[src/rtl/si5340_i2c_responder.sv]
// si5340_i2c_responder: filtered I2C target at SLAVE_ADDR emitting {page,reg,data} write strobes and serving reads; ports clk_i/arstn_i, scl_i/sda_i pads, sda_oe_o pull-low, wr_valid_o/wr_data_o writes, rd_addr_o/rd_data_i reads, busy_o
module si5340_i2c_responder #(
  parameter logic [6:0] SLAVE_ADDR = 7'b111_0100,
  parameter int         FILTER_LEN = 3,
  parameter logic [7:0] PAGE_REG   = 8'h01
) (
  input  logic        clk_i,
  input  logic        arstn_i,
  input  logic        scl_i,
  input  logic        sda_i,
  output logic        sda_oe_o,
  output logic        wr_valid_o,
  output logic [23:0] wr_data_o,
  output logic [15:0] rd_addr_o,
  input  logic [7:0]  rd_data_i,
  output logic        busy_o
);
  typedef enum logic [3:0] {
    IDLE, ADDR, ADDR_ACK, REG, REG_ACK, WDATA, WDATA_ACK, RDATA, RDATA_ACK, IGNORE
  } state_t;
  state_t state_q, state_d;
  logic [1:0] scl_s, sda_s;
  logic [FILTER_LEN-1:0] scl_h, sda_h;
  logic scl_f, sda_f, scl_p, sda_p;
  logic scl_rise, scl_fall, start, stop;
  logic [3:0] cnt;
  logic [7:0] sr, reg_ptr, page, byte_in;
  always_ff @(posedge clk_i or negedge arstn_i)
    if (!arstn_i) begin
      {scl_s, sda_s, scl_h, sda_h} <= '1;
      {scl_f, sda_f, scl_p, sda_p} <= '1;
    end else begin
      scl_s <= {scl_s[0], scl_i};
      sda_s <= {sda_s[0], sda_i};
      scl_h <= {scl_h[FILTER_LEN-2:0], scl_s[1]};
      sda_h <= {sda_h[FILTER_LEN-2:0], sda_s[1]};
      scl_f <= &scl_h ? 1'b1 : ~|scl_h ? 1'b0 : scl_f;
      sda_f <= &sda_h ? 1'b1 : ~|sda_h ? 1'b0 : sda_f;
      scl_p <= scl_f;
      sda_p <= sda_f;
    end
  assign scl_rise  = scl_f & ~scl_p;
  assign scl_fall  = ~scl_f & scl_p;
  assign start     = scl_f & scl_p & sda_p & ~sda_f;
  assign stop      = scl_f & scl_p & ~sda_p & sda_f;
  assign byte_in   = {sr[6:0], sda_f};
  assign rd_addr_o = {page, reg_ptr};
  always_ff @(posedge clk_i or negedge arstn_i)
    if (!arstn_i) state_q <= IDLE;
    else state_q <= state_d;
  always_comb begin
    state_d = state_q;
    if (start) state_d = ADDR;
    else if (stop) state_d = IDLE;
    else if (scl_rise && state_q == RDATA_ACK && sda_f) state_d = IGNORE;
    else if (scl_fall)
      case (state_q)
        ADDR:      if (cnt == 4'd8) state_d = sr[7:1] == SLAVE_ADDR ? ADDR_ACK : IGNORE;
        ADDR_ACK:  state_d = sr[0] ? RDATA : REG;
        REG:       if (cnt == 4'd8) state_d = REG_ACK;
        REG_ACK:   state_d = WDATA;
        WDATA:     if (cnt == 4'd8) state_d = WDATA_ACK;
        WDATA_ACK: state_d = WDATA;
        RDATA:     if (cnt == 4'd8) state_d = RDATA_ACK;
        RDATA_ACK: state_d = RDATA;
        default:   state_d = state_q;
      endcase
  end
  always_ff @(posedge clk_i or negedge arstn_i)
    if (!arstn_i) begin
      cnt        <= '0;
      sr         <= '0;
      reg_ptr    <= '0;
      page       <= '0;
      sda_oe_o   <= 1'b0;
      wr_valid_o <= 1'b0;
      wr_data_o  <= '0;
      busy_o     <= 1'b0;
    end else begin
      wr_valid_o <= 1'b0;
      if (start || stop) begin
        cnt      <= '0;
        sda_oe_o <= 1'b0;
        busy_o   <= start;
      end else if (scl_rise) begin
        if (state_q inside {ADDR, REG, WDATA, RDATA}) cnt <= cnt + 4'd1;
        if (state_q inside {ADDR, REG, WDATA}) sr <= byte_in;
        if (state_q == REG && cnt == 4'd7) reg_ptr <= byte_in;
        if (state_q == RDATA_ACK && !sda_f) reg_ptr <= reg_ptr + 8'd1;
        if (state_q == WDATA && cnt == 4'd7) begin
          wr_valid_o <= 1'b1;
          wr_data_o  <= {page, reg_ptr, byte_in};
          if (reg_ptr == PAGE_REG) page <= byte_in;
        end
      end else if (scl_fall) begin
        if (state_d != state_q) cnt <= '0;
        if (state_q == WDATA_ACK) reg_ptr <= reg_ptr + 8'd1;
        if (state_d == RDATA) sr <= state_q == RDATA ? {sr[6:0], 1'b0} : rd_data_i;
        sda_oe_o <= state_d inside {ADDR_ACK, REG_ACK, WDATA_ACK} ||
                    (state_d == RDATA && (state_q == RDATA ? !sr[6] : !rd_data_i[7]));
      end
    end
endmodule
[config.mk]
export PLATFORM = sky130hd
export DESIGN_NAME = si5340_i2c_responder
export DESIGN_NICKNAME = d
export VERILOG_FILES = /design/src/rtl/si5340_i2c_responder.sv
export SDC_FILE = /design/constraint.sdc
export NUM_CORES = 1
export LEC_CHECK = 0
export ABC_CLOCK_PERIOD_IN_PS = 2300
export CORE_ASPECT_RATIO = 1.5
export CORE_MARGIN = 1
export CORE_UTILIZATION = 49
export CTS_BUF_LIST = sky130_fd_sc_hd__clkbuf_16
export DETAILED_ROUTE_END_ITERATION = 12
export GPL_TIMING_DRIVEN = 0
export PLACE_DENSITY = 0.78
export SYNTH_ARGS = -nofsm -noshare
export SYNTH_HDL_FRONTEND = slang
export SYNTH_SLANG_ARGS = --single-unit
export TNS_END_PERCENT = 50
[constraint.sdc]
create_clock -name clk_i -period 2.3 [get_ports clk_i]
set_input_delay 0.575 -clock clk_i [delete_from_list [all_inputs] [get_ports clk_i]]
set_output_delay 0.575 -clock clk_i [all_outputs]
set_load 0.03 [all_outputs]
## After elaboration in Yosys (flattened, before gate mapping)

Cells that the tools add are included.

| operators by class | value |
|---|---|
| add/subtract/negate cells | 2 |
| eq/ne operators | 23 |
| multiplexer cells | 37 |
| bitwise operators | 12 |
| reduce and logical (&&, ||, !) cells | 31 |

Operator list:

| cell | number |
|---|---|
| 8-bit two-way mux | 10 |
| 4-bit two-way mux | 14 |
| 4-bit by 3-bit equality test with 1-bit output (second input constant) | 8 |
| 4-bit case mux with 7 select lines | 1 |
| 4-bit by 2-bit equality test with 1-bit output (second input constant) | 3 |
| 3-bit AND reduction | 4 |
| 4-bit AND reduction | 3 |
| 3-bit nonzero test | 4 |
| 1-bit two-way mux | 11 |
| 8-bit by 1-bit adder with 8-bit output (second input constant) | 1 |
| 4-bit equality test (second input constant) | 2 |
| 8-bit by 1-bit equality test with 1-bit output (second input constant) | 1 |
| 2-bit nonzero test | 4 |
| 1-bit AND | 7 |
| 7-bit equality test (second input constant) | 1 |
| 1-bit logical AND | 6 |
| 3-bit by 1-bit != test with 1-bit output (second input constant) | 2 |
| 3-bit OR reduction | 2 |
| 1-bit inverter | 5 |
| 4-bit by 1-bit adder with 4-bit output (second input constant) | 1 |
| 4-bit by 1-bit equality test with 1-bit output (second input constant) | 1 |
| 2-bit by 1-bit != test with 1-bit output (second input constant) | 2 |
| 2-bit != test (second input constant) | 2 |
| 4-bit != test | 1 |
| 6 further kinds | 9 |

| word-level totals | value |
|---|---|
| register bits after elaboration | 73 |
| bits of input ports | 12 |
| output and inout port bits | 43 |

## Longest topological paths before layout

Gate-level depths: netlist (run 1).

| logic depth | value |
|---|---|
| depth in word-level cells | 14 |
| gate-level depth with buffers | 11 |
| gate-level depth less buffers | 9 |

## Least setup slack after synthesis (run 1)

No wires, ideal clock.

| timing path | value |
|---|---|
| kind | flip-flop to flip-flop |
| start | register scl_f |
| end | register sr[0] |
| setup time | 125 ps |
| data arrival time | 2314 ps |
| setup slack | -139 ps |
| cell stages (with the launch flop) | 11 |
| buffers on the path | 1 |
| clock period less this slack | 2439 ps |
| cell sequence | dfstp_2 > inv_1 > ha_1 > nor2b_1 > mux2_2 > a21oi_1 > inv_1 > a211oi_2 > a31o_1 > buf_6 > mux2_4 |

| on the way | value |
|---|---|
| cells in the longest elaborated chain, start to end | 9 |
| elaborated cells between the ends (all ways) | 22 |
| those cells by class | 2 x eq/ne; 5 x mux; 9 x bitwise; 6 x reduce/logical |

Ends and longest elaborated chain:

| item | line | source |
|---|---|---|
| start: declaration | 24 | `logic scl_f, sda_f, scl_p, sda_p;` |
| start signal: assignment | 37 | `scl_f <= &scl_h ? 1'b1 : ~\|scl_h ? 1'b0 : scl_f;` |
| 1-bit inverter or 1-bit AND (tied branches) | 43, 42 |  |
| 1-bit AND or 1-bit logical AND (tied branches) | 43, 55 |  |
| 4-bit two-way mux or 1-bit logical AND (tied branches) | 56, 55 |  |
| 4-bit two-way mux | 55 | `else if (scl_rise && state_q == RDATA_ACK && sda_f) state_d = IGNORE;` |
| 4-bit two-way mux | 54 | `else if (stop) state_d = IDLE;` |
| 4-bit two-way mux | 53 | `if (start) state_d = ADDR;` |
| 4-bit by 3-bit equality test with 1-bit output | 98 | `if (state_d == RDATA) sr <= state_q == RDATA ? {sr[6:0], 1'b0} : rd_data_i;` |
| 2-bit nonzero test (no source line) | n/a |  |
| 4-bit AND reduction (no source line) | n/a |  |
| end signal: assignment | 87 | `if (state_q inside {ADDR, REG, WDATA}) sr <= byte_in;` |
| end signal: assignment | 98 |  |
| end: declaration | 27 | `logic [7:0] sr, reg_ptr, page, byte_in;` |

Several ways; a longest one is shown, not always the timed one.
A chain may end at the register's enable or synchronous reset.

## Worst setup path in the final report (run 1)

| timing path | value |
|---|---|
| start | register cnt[1] |
| end | register sr[2] |

| on the way | value |
|---|---|
| cells in the longest elaborated chain, start to end | 10 |
| elaborated cells between the ends (all ways) | 13 |
| those cells by class | 2 x eq/ne; 9 x mux; 2 x reduce/logical |

Ends and longest elaborated chain:

| item | line | source |
|---|---|---|
| start: declaration | 26 | `logic [3:0] cnt;` |
| start signal: assignment | 86 | `if (state_q inside {ADDR, REG, WDATA, RDATA}) cnt <= cnt + 4'd1;` |
| 4-bit equality test * | n/a |  |
| 4-bit two-way mux, on equally long branches | n/a |  |
| 4-bit case mux with 7 select lines * | 57 | `case (state_q)` |
| 4-bit two-way mux * | 56 | `else if (scl_fall)` |
| 4-bit two-way mux * | 55 |  |
| 4-bit two-way mux * | 54 |  |
| 4-bit two-way mux * | 53 |  |
| 4-bit by 3-bit equality test with 1-bit output * | 98 |  |
| 2-bit nonzero test (no source line) * | n/a |  |
| 4-bit AND reduction (no source line) * | n/a |  |

Every way passes the cells marked *; elsewhere a longest branch is shown, timed or not.

==> qor.csv, run 1 <==
stage,metric,value,unit
layout,finalNonFillerCells,558,
global_routing,antenna_found_initial,0,
global_routing,grt_max_degree,74,
critical_path,r2r_setup_slack,-240,ps
critical_path,crit_path_top_delay_cell,dfrtp_1,
place,dp.cells,518,
die,rows,38,
timing,timing.fmax,394,MHz
run_status,status,"finished, violations left",
global_routing,grt_pass1_vias,3084,
power_and_ir_drop,power_frac_seq,36.1,%
synthesis,synth_area,0.00363,mm^2
critical_path,startpoint,cnt[1],
clock_tree,cts_tree,done,
die,die_y,107,um
route,routed_wl,9610,um
place,hpwlAfterDp,6060,um
synthesis,yosys_warnings,0,
timing,report.final.slew_viol_count,0,
synthesis,async_flop_share,100,%
layout,post-route-util,70.8,%
timing,worst_pin_slew,899,ps
layout,num-fill-cells,540,
clock_tree,cts_root_buffer,clkbuf_16,
critical_path,worst-path-buf-inv,2,
synthesis,syn_nets,383,
route,drt_iter0_drc,268,
clock_tree,cts.clk_slew.worst_paths,60,ps
timing,maxSlewHeadroom,40.1,%
critical_path,crit_path_end_kind,flip-flop,
global_routing,grtUsageTotal,26.5,%
layout,diodes,0,
critical_path,crit_type,reg -> reg,
critical_path,worst_setup_path_start_kind,flip-flop,
timing,fin_skew,8.01,ps
route,via_per_inst,5.55,
hold_path,hp-class,in -> async,
power_and_ir_drop,p_comb_share,34.8,%
synthesis,syn_area_per_cell,9.96,um^2
synthesis,synth_edf_count,0,
layout,nNetsFinal,472,
power_and_ir_drop,ir_worst_vdd,0.000781,V
die,die-area,0.00776,mm^2
clock_tree,numCtsBuffers,9,
critical_path,cp.required,2520,ps
timing,worst_slack,-239,ps
route,detail-route-antenna-nets,0,
place,placed_area,0.00430,mm^2
die,design.core.area,0.00718,mm^2
power_and_ir_drop,power_density,986,mW/mm^2
synthesis,synth_flop_cell,dfrtp_1,
timing,grt_setup_unrepaired,true,
timing,period_share,110,%
timing,post-route-min-period,2540,ps
clock_tree,clk_latency,340,ps
critical_path,r2r.worst_path.cells,10,
clock_tree,htreeDepth,3,
route,drc,0,
die,initial_core_util,50.5,%
critical_path,regToRegStartpoint,cnt[1],
clock_tree,hold_buffers,0,
run_status,violations,negative setup slack,
synthesis,synth_cells,364,
die,die_w,72.3,um
timing,hold_viol_final,0,
place,portBuffers,54,
route,num_vias,3096,
die,ios,55,
layout,final_area,0.00509,mm^2
timing,tns,-2000,ps
route,wl_per_cell,17.2,um
timing,fin_hold_ws,346,ps
layout,drive_gt1_share,31.2,%
critical_path,critical_path_peak_fanout,8,
global_routing,overflow,0,
synthesis,ys_ff_latch,73,
synthesis,ys_seq_area_share,50.8,%
power_and_ir_drop,p_sw_share,35.3,%
power_and_ir_drop,p_leak,2.33,nW
synthesis,yosysUniqueCellTypes,60,
critical_path,critPathArrivalTime,2760,ps
power_and_ir_drop,p_switching,1.77,mW
global_routing,grt_pass1_wl,15300,um
route,firstDrtPassIters,5,
critical_path,critPathMaxStageDelay,390,ps
flow_run,drv_cap,0,
timing,setup_viol,11,
power_and_ir_drop,p_int,3.25,mW
critical_path,crit_family,compound AO/OA/AOI/OAI gates,
layout,syn2layout_area_growth,40.2,%
place,gp_congestion,0.934,
clock_tree,cts_sinks,73,
clock_tree,cts.path.max_buffers,2,
critical_path,crit_chain,"inv_2, ha_2, and3b_2, nand2_2, a211oi_2, o221ai_2, a211oi_4, a31o_1, buf_6, mux2_4",
power_and_ir_drop,p_clk_share,29.2,%
critical_path,r2r_end,sr[2],
## per-layer routing
metal  part of all wire (%)  track usage, %  up-vias
li1                       -               -     1449
met1                     41            31.5     1495
met2                     51            43.2      122
met3                    5.4            7.68       30
met4                    3.4            12.9        0
met5                      0               0        -
## power by group through the flow
stage	registers, mW	clock network, mW	logic [mW]
after detailed placement	1.83	0	1.34
after CTS	1.80	1.48	1.53
after global placement	1.82	0	1.33
final	1.81	1.46	1.74
after global routing	1.84	1.54	1.87
after floorplan	1.87	0	0.803
## kinds of logic after synthesis
family	synth area share, %
simple gates	19.4
compound gates	13.5
flops	50.8
buf+inv	4.21
mux	9.11
fa+ha+maj	2.41
xor+xnor	0.483
## cell usage in the layout (no fill, tap or decap), types with 5 or more instances in the layout
| cell type | count |
|---|---|
| nand2_1 | 84 |
| dfrtp_1 | 56 |
| clkdlybuf4s50_1 | 53 |
| buf_4 | 26 |
| o21ai_0 | 16 |
| a21oi_1 | 15 |
| mux2_2 | 15 |
| inv_1 | 14 |
| dfstp_2 | 14 |
| clkbuf_16 | 13 |
| nand3_1 | 12 |
| mux2_4 | 9 |
| buf_6 | 8 |
| nor2_1 | 8 |
| clkbuf_2 | 5 |
| nor3_1 | 5 |
| and3_1 | 5 |
## repair_timing
action / in CTS / in global routing
resized for setup: 34 / 41
cloned: 0 / 1
endpoints found under the setup margin: 49 / 48
setup buffers: 16 / 11
pin swaps: 10 / 16
## synth_stat cells (7+ instances only)
| library cell | count | area share, % |
|---|---|---|
| nand3_1 | 12 | 1.7 |
| a21oi_1 | 20 | 2.8 |
| ha_1 | 7 | 2.4 |
| dfrtp_1 | 59 | 41 |
| o21ai_0 | 18 | 2.5 |
| nor2_1 | 10 | 1.0 |
| inv_1 | 16 | 1.7 |
| dfstp_2 | 14 | 10 |
| mux2_2 | 16 | 5.0 |
| clkbuf_1 | 9 | 0.93 |
| nand2_1 | 88 | 9.1 |
| mux2_4 | 8 | 3.3 |
## registers in the layout, summed over array words and instances (netlist names), 2 cells and up
| signal | cells |
|---|---|
| sda_s | 2 |
| cnt | 4 |
| wr_data_o | 24 |
| reg_ptr | 8 |
| sr | 8 |
| scl_h | 3 |
| sda_h | 3 |
| state_q | 4 |
| scl_s | 2 |
| page | 8 |
## worst max-delay path by stage
stage	slack, ps	cells after the start	to
global placement	-1720	1	cnt[0]
floorplan	-100	9	sr[0]
CTS	-260	9	sr[7]
detailed placement	-600	11	sr[2]
finish	-240	10	sr[2]
global route	-310	10	sr[2]
## layout make-up
class | count | area [um^2] | share of cell area [%]
Buffer | 14 | 113 | 2.21
Tap cell | 100 | 125 | 2.46
Clock buffer | 12 | 300 | 5.90
Clock inverter | 4 | 21.3 | 0.418
Sequential cell | 73 | 1850 | 36.3
Timing Repair Buffer | 82 | 777 | 15.3
Multi-Input combinational cell | 257 | 1840 | 36.2
Inverter | 16 | 60.1 | 1.18
## metrics by stage
step	setup WS [ps]	power (mW)
after CTS	-261	4.82
after global placement	-1720	3.15
final	-239	5.02
after global routing	-308	5.25
after floorplan	-95.0	2.67
after detailed placement	-600	3.17
Note: power is estimated with default switching activity, not from simulation.
==> inputs of run 2 (changes only) <==
ABC_CLOCK_PERIOD_IN_PS = 3120   (was 2300)
CORE_MARGIN = 5   (was 1)
PLACE_DENSITY = 0.75   (was 0.78)
clock period = 3.12 ns   (was 2.3 ns; I/O delays follow)
==> qor.csv, run 2 (same netlist as run 1, synthesis figures left out) <==
stage,metric,value,unit
run_status,status,completed,
critical_path,r2r_setup_slack,300,ps
layout,diodes,0,
layout,post-route-util,62.9,%
die,ios,55,
clock_tree,numCtsBuffers,9,
hold_path,hold_end,scl_h[0],
die,initial_core_util,50.2,%
global_routing,grt_pass1_wl,14800,um
timing,grt_setup_unrepaired,false,
route,detail-route-antenna-nets,0,
hold_path,min_from,scl_s[1],
global_routing,grt_pass1_vias,2968,
hold_path,hold_depth,0,
timing,fin_skew,3.86,ps
route,drt_iter0_drc,256,
layout,num-fill-cells,621,
route,firstDrtPassIters,4,
route,num_vias,2890,
die,rows,38,
route,routed.top_layer,met4,
global_routing,antenna_found_initial,0,
die,die_y,115,um
critical_path,crit_path_top_delay_cell,nand4b_1,
layout,drive_gt1_share,15.9,%
place,portBuffers,54,
clock_tree,cts_setup_buffers,0,
clock_tree,clk_latency,330,ps
timing,maxSlewHeadroom,40.1,%
critical_path,cp.required,3340,ps
critical_path,r2r.worst_path.cells,9,
flow_run,drv_cap,0,
clock_tree,cts_root_buffer,clkbuf_16,
timing,tns,0,ps
timing,setup_viol,0,
critical_path,critical_path_peak_fanout,10,
route,wl_met2,4600,um
layout,syn2layout_area_growth,25.3,%
die,die-area,0.00926,mm^2
clock_tree,hold_buffers,0,
die,design.core.area,0.00723,mm^2
timing,timing.fmax,354,MHz
timing,worst_pin_slew,898,ps
place,hpwlAfterDp,6320,um
timing,report.final.slew_viol_count,0,
critical_path,critPathMaxStageDelay,420,ps
layout,largest_reg_flops,24,
layout,layout_common_cells,"nand2_1, dfrtp_1, clkdlybuf4s50_1, a21oi_1, o21ai_0",
route,drc,0,
route,drt-met1-wl,3830,um
critical_path,critPathArrivalTime,3040,ps
critical_path,regToRegStartpoint,state_q[3],
global_routing,grtUsageTotal,21.1,%
route,routed_wl,9070,um
layout,nNetsFinal,448,
timing,post-route-min-period,2820,ps
critical_path,r2r_end,page[1],
clock_tree,cts.clk_slew.worst_paths,50,ps
power_and_ir_drop,power_density,710,mW/mm^2
clock_tree,htreeDepth,3,
critical_path,worst_setup_path_start_kind,flip-flop,
route,via_per_inst,5.42,
hold_path,hp-class,reg -> reg,
critical_path,crit_path_end_kind,flip-flop,
global_routing,overflow,0,
clock_tree,cts_sinks,73,
clock_tree,cts.path.max_buffers,2,
layout,final_common_cell,nand2_1,
timing,hold_viol_final,0,
critical_path,crit_chain,"buf_4, nor2b_1, clkbuf_1, and4b_1, nand4b_1, inv_1, and3_1, buf_2, mux2_2",
layout,top_register,wr_data_o,
place,dp.cells,518,
power_and_ir_drop,ir_worst_vdd,0.000446,V
clock_tree,ctsResizeCount,0,
layout,finalNonFillerCells,533,
route,dr_wl_met3,390,um
power_and_ir_drop,p_leak,2.10,nW
clock_tree,cts_tree,done,
die,die_w,80.3,um
place,gp_congestion,0.943,
critical_path,crit_type,reg -> reg,
route,wl_per_cell,17.0,um
global_routing,grt_max_degree,74,
timing,period_share,90.5,%
run 2: worst max path at each step:
| stage | startpoint | end | slack, ps | cells past startpoint |
|---|---|---|---|---|
| 6_report | state_q[3] | page[1] | 300 | 9 |
| 5_1_grt | state_q[3] | page[1] | 70 | 9 |
| 4_1_cts | state_q[3] | page[1] | 300 | 9 |
| 3_5_place_dp | state_q[3] | page[7] | 310 | 9 |
| 3_3_place_gp | arstn_i | wr_data_o[10] | -1090 | 1 |
| 2_1_floorplan | scl_f | sr[0] | 680 | 10 |
run 2: per-layer routing:
metal  global-route usage (%)  vias up
met4                     10.1        0
met5                        0        -
li1                         -     1400
met2                     33.7       74
met1                     26.8     1397
met3                     4.94       19
run 2: report_power, final:
group	switching, mW	internal (mW)
clock network	0.353	0.519
logic	0.557	0.442
registers	0.249	1.10
run 2: critical path: cells and delay by family, from the launching register on:
family,cells,cell delay (ps)
multiplexers,1,360
buffers and inverters,4,980
AND/OR/NAND/NOR,4,1010
flip-flops,1,350
run 2: final cells by class:
| cell class | count | area (um^2) | share of cell area, % |
|---|---|---|---|
| Buffer | 18 | 92.6 | 2.04 |
| Multi-Input combinational cell | 257 | 1630 | 35.9 |
| Tap cell | 100 | 125 | 2.75 |
| Clock buffer | 9 | 225 | 4.96 |
| Inverter | 16 | 60.1 | 1.32 |
| Sequential cell | 73 | 1840 | 40.6 |
| Clock inverter | 6 | 27.5 | 0.606 |
| Timing Repair Buffer | 54 | 538 | 11.8 |
run 2: through the flow:
stage	hold slack, ps	instance area [um^2]	worst slack, ps	power [mW]
2_1_floorplan	345	3630	681	1.97
3_3_place_gp	347	4290	-1090	2.34
3_5_place_dp	348	4290	312	2.36
4_1_cts	358	4540	296	3.24
5_1_grt	361	4540	74.1	3.39
6_report	356	4540	298	3.23
==> inputs of run 3 (changes only) <==
TNS_END_PERCENT = default   (was 50)
==> results of run 3 <==
No change in the layout: final DEF, timing and power equal those of run 2.
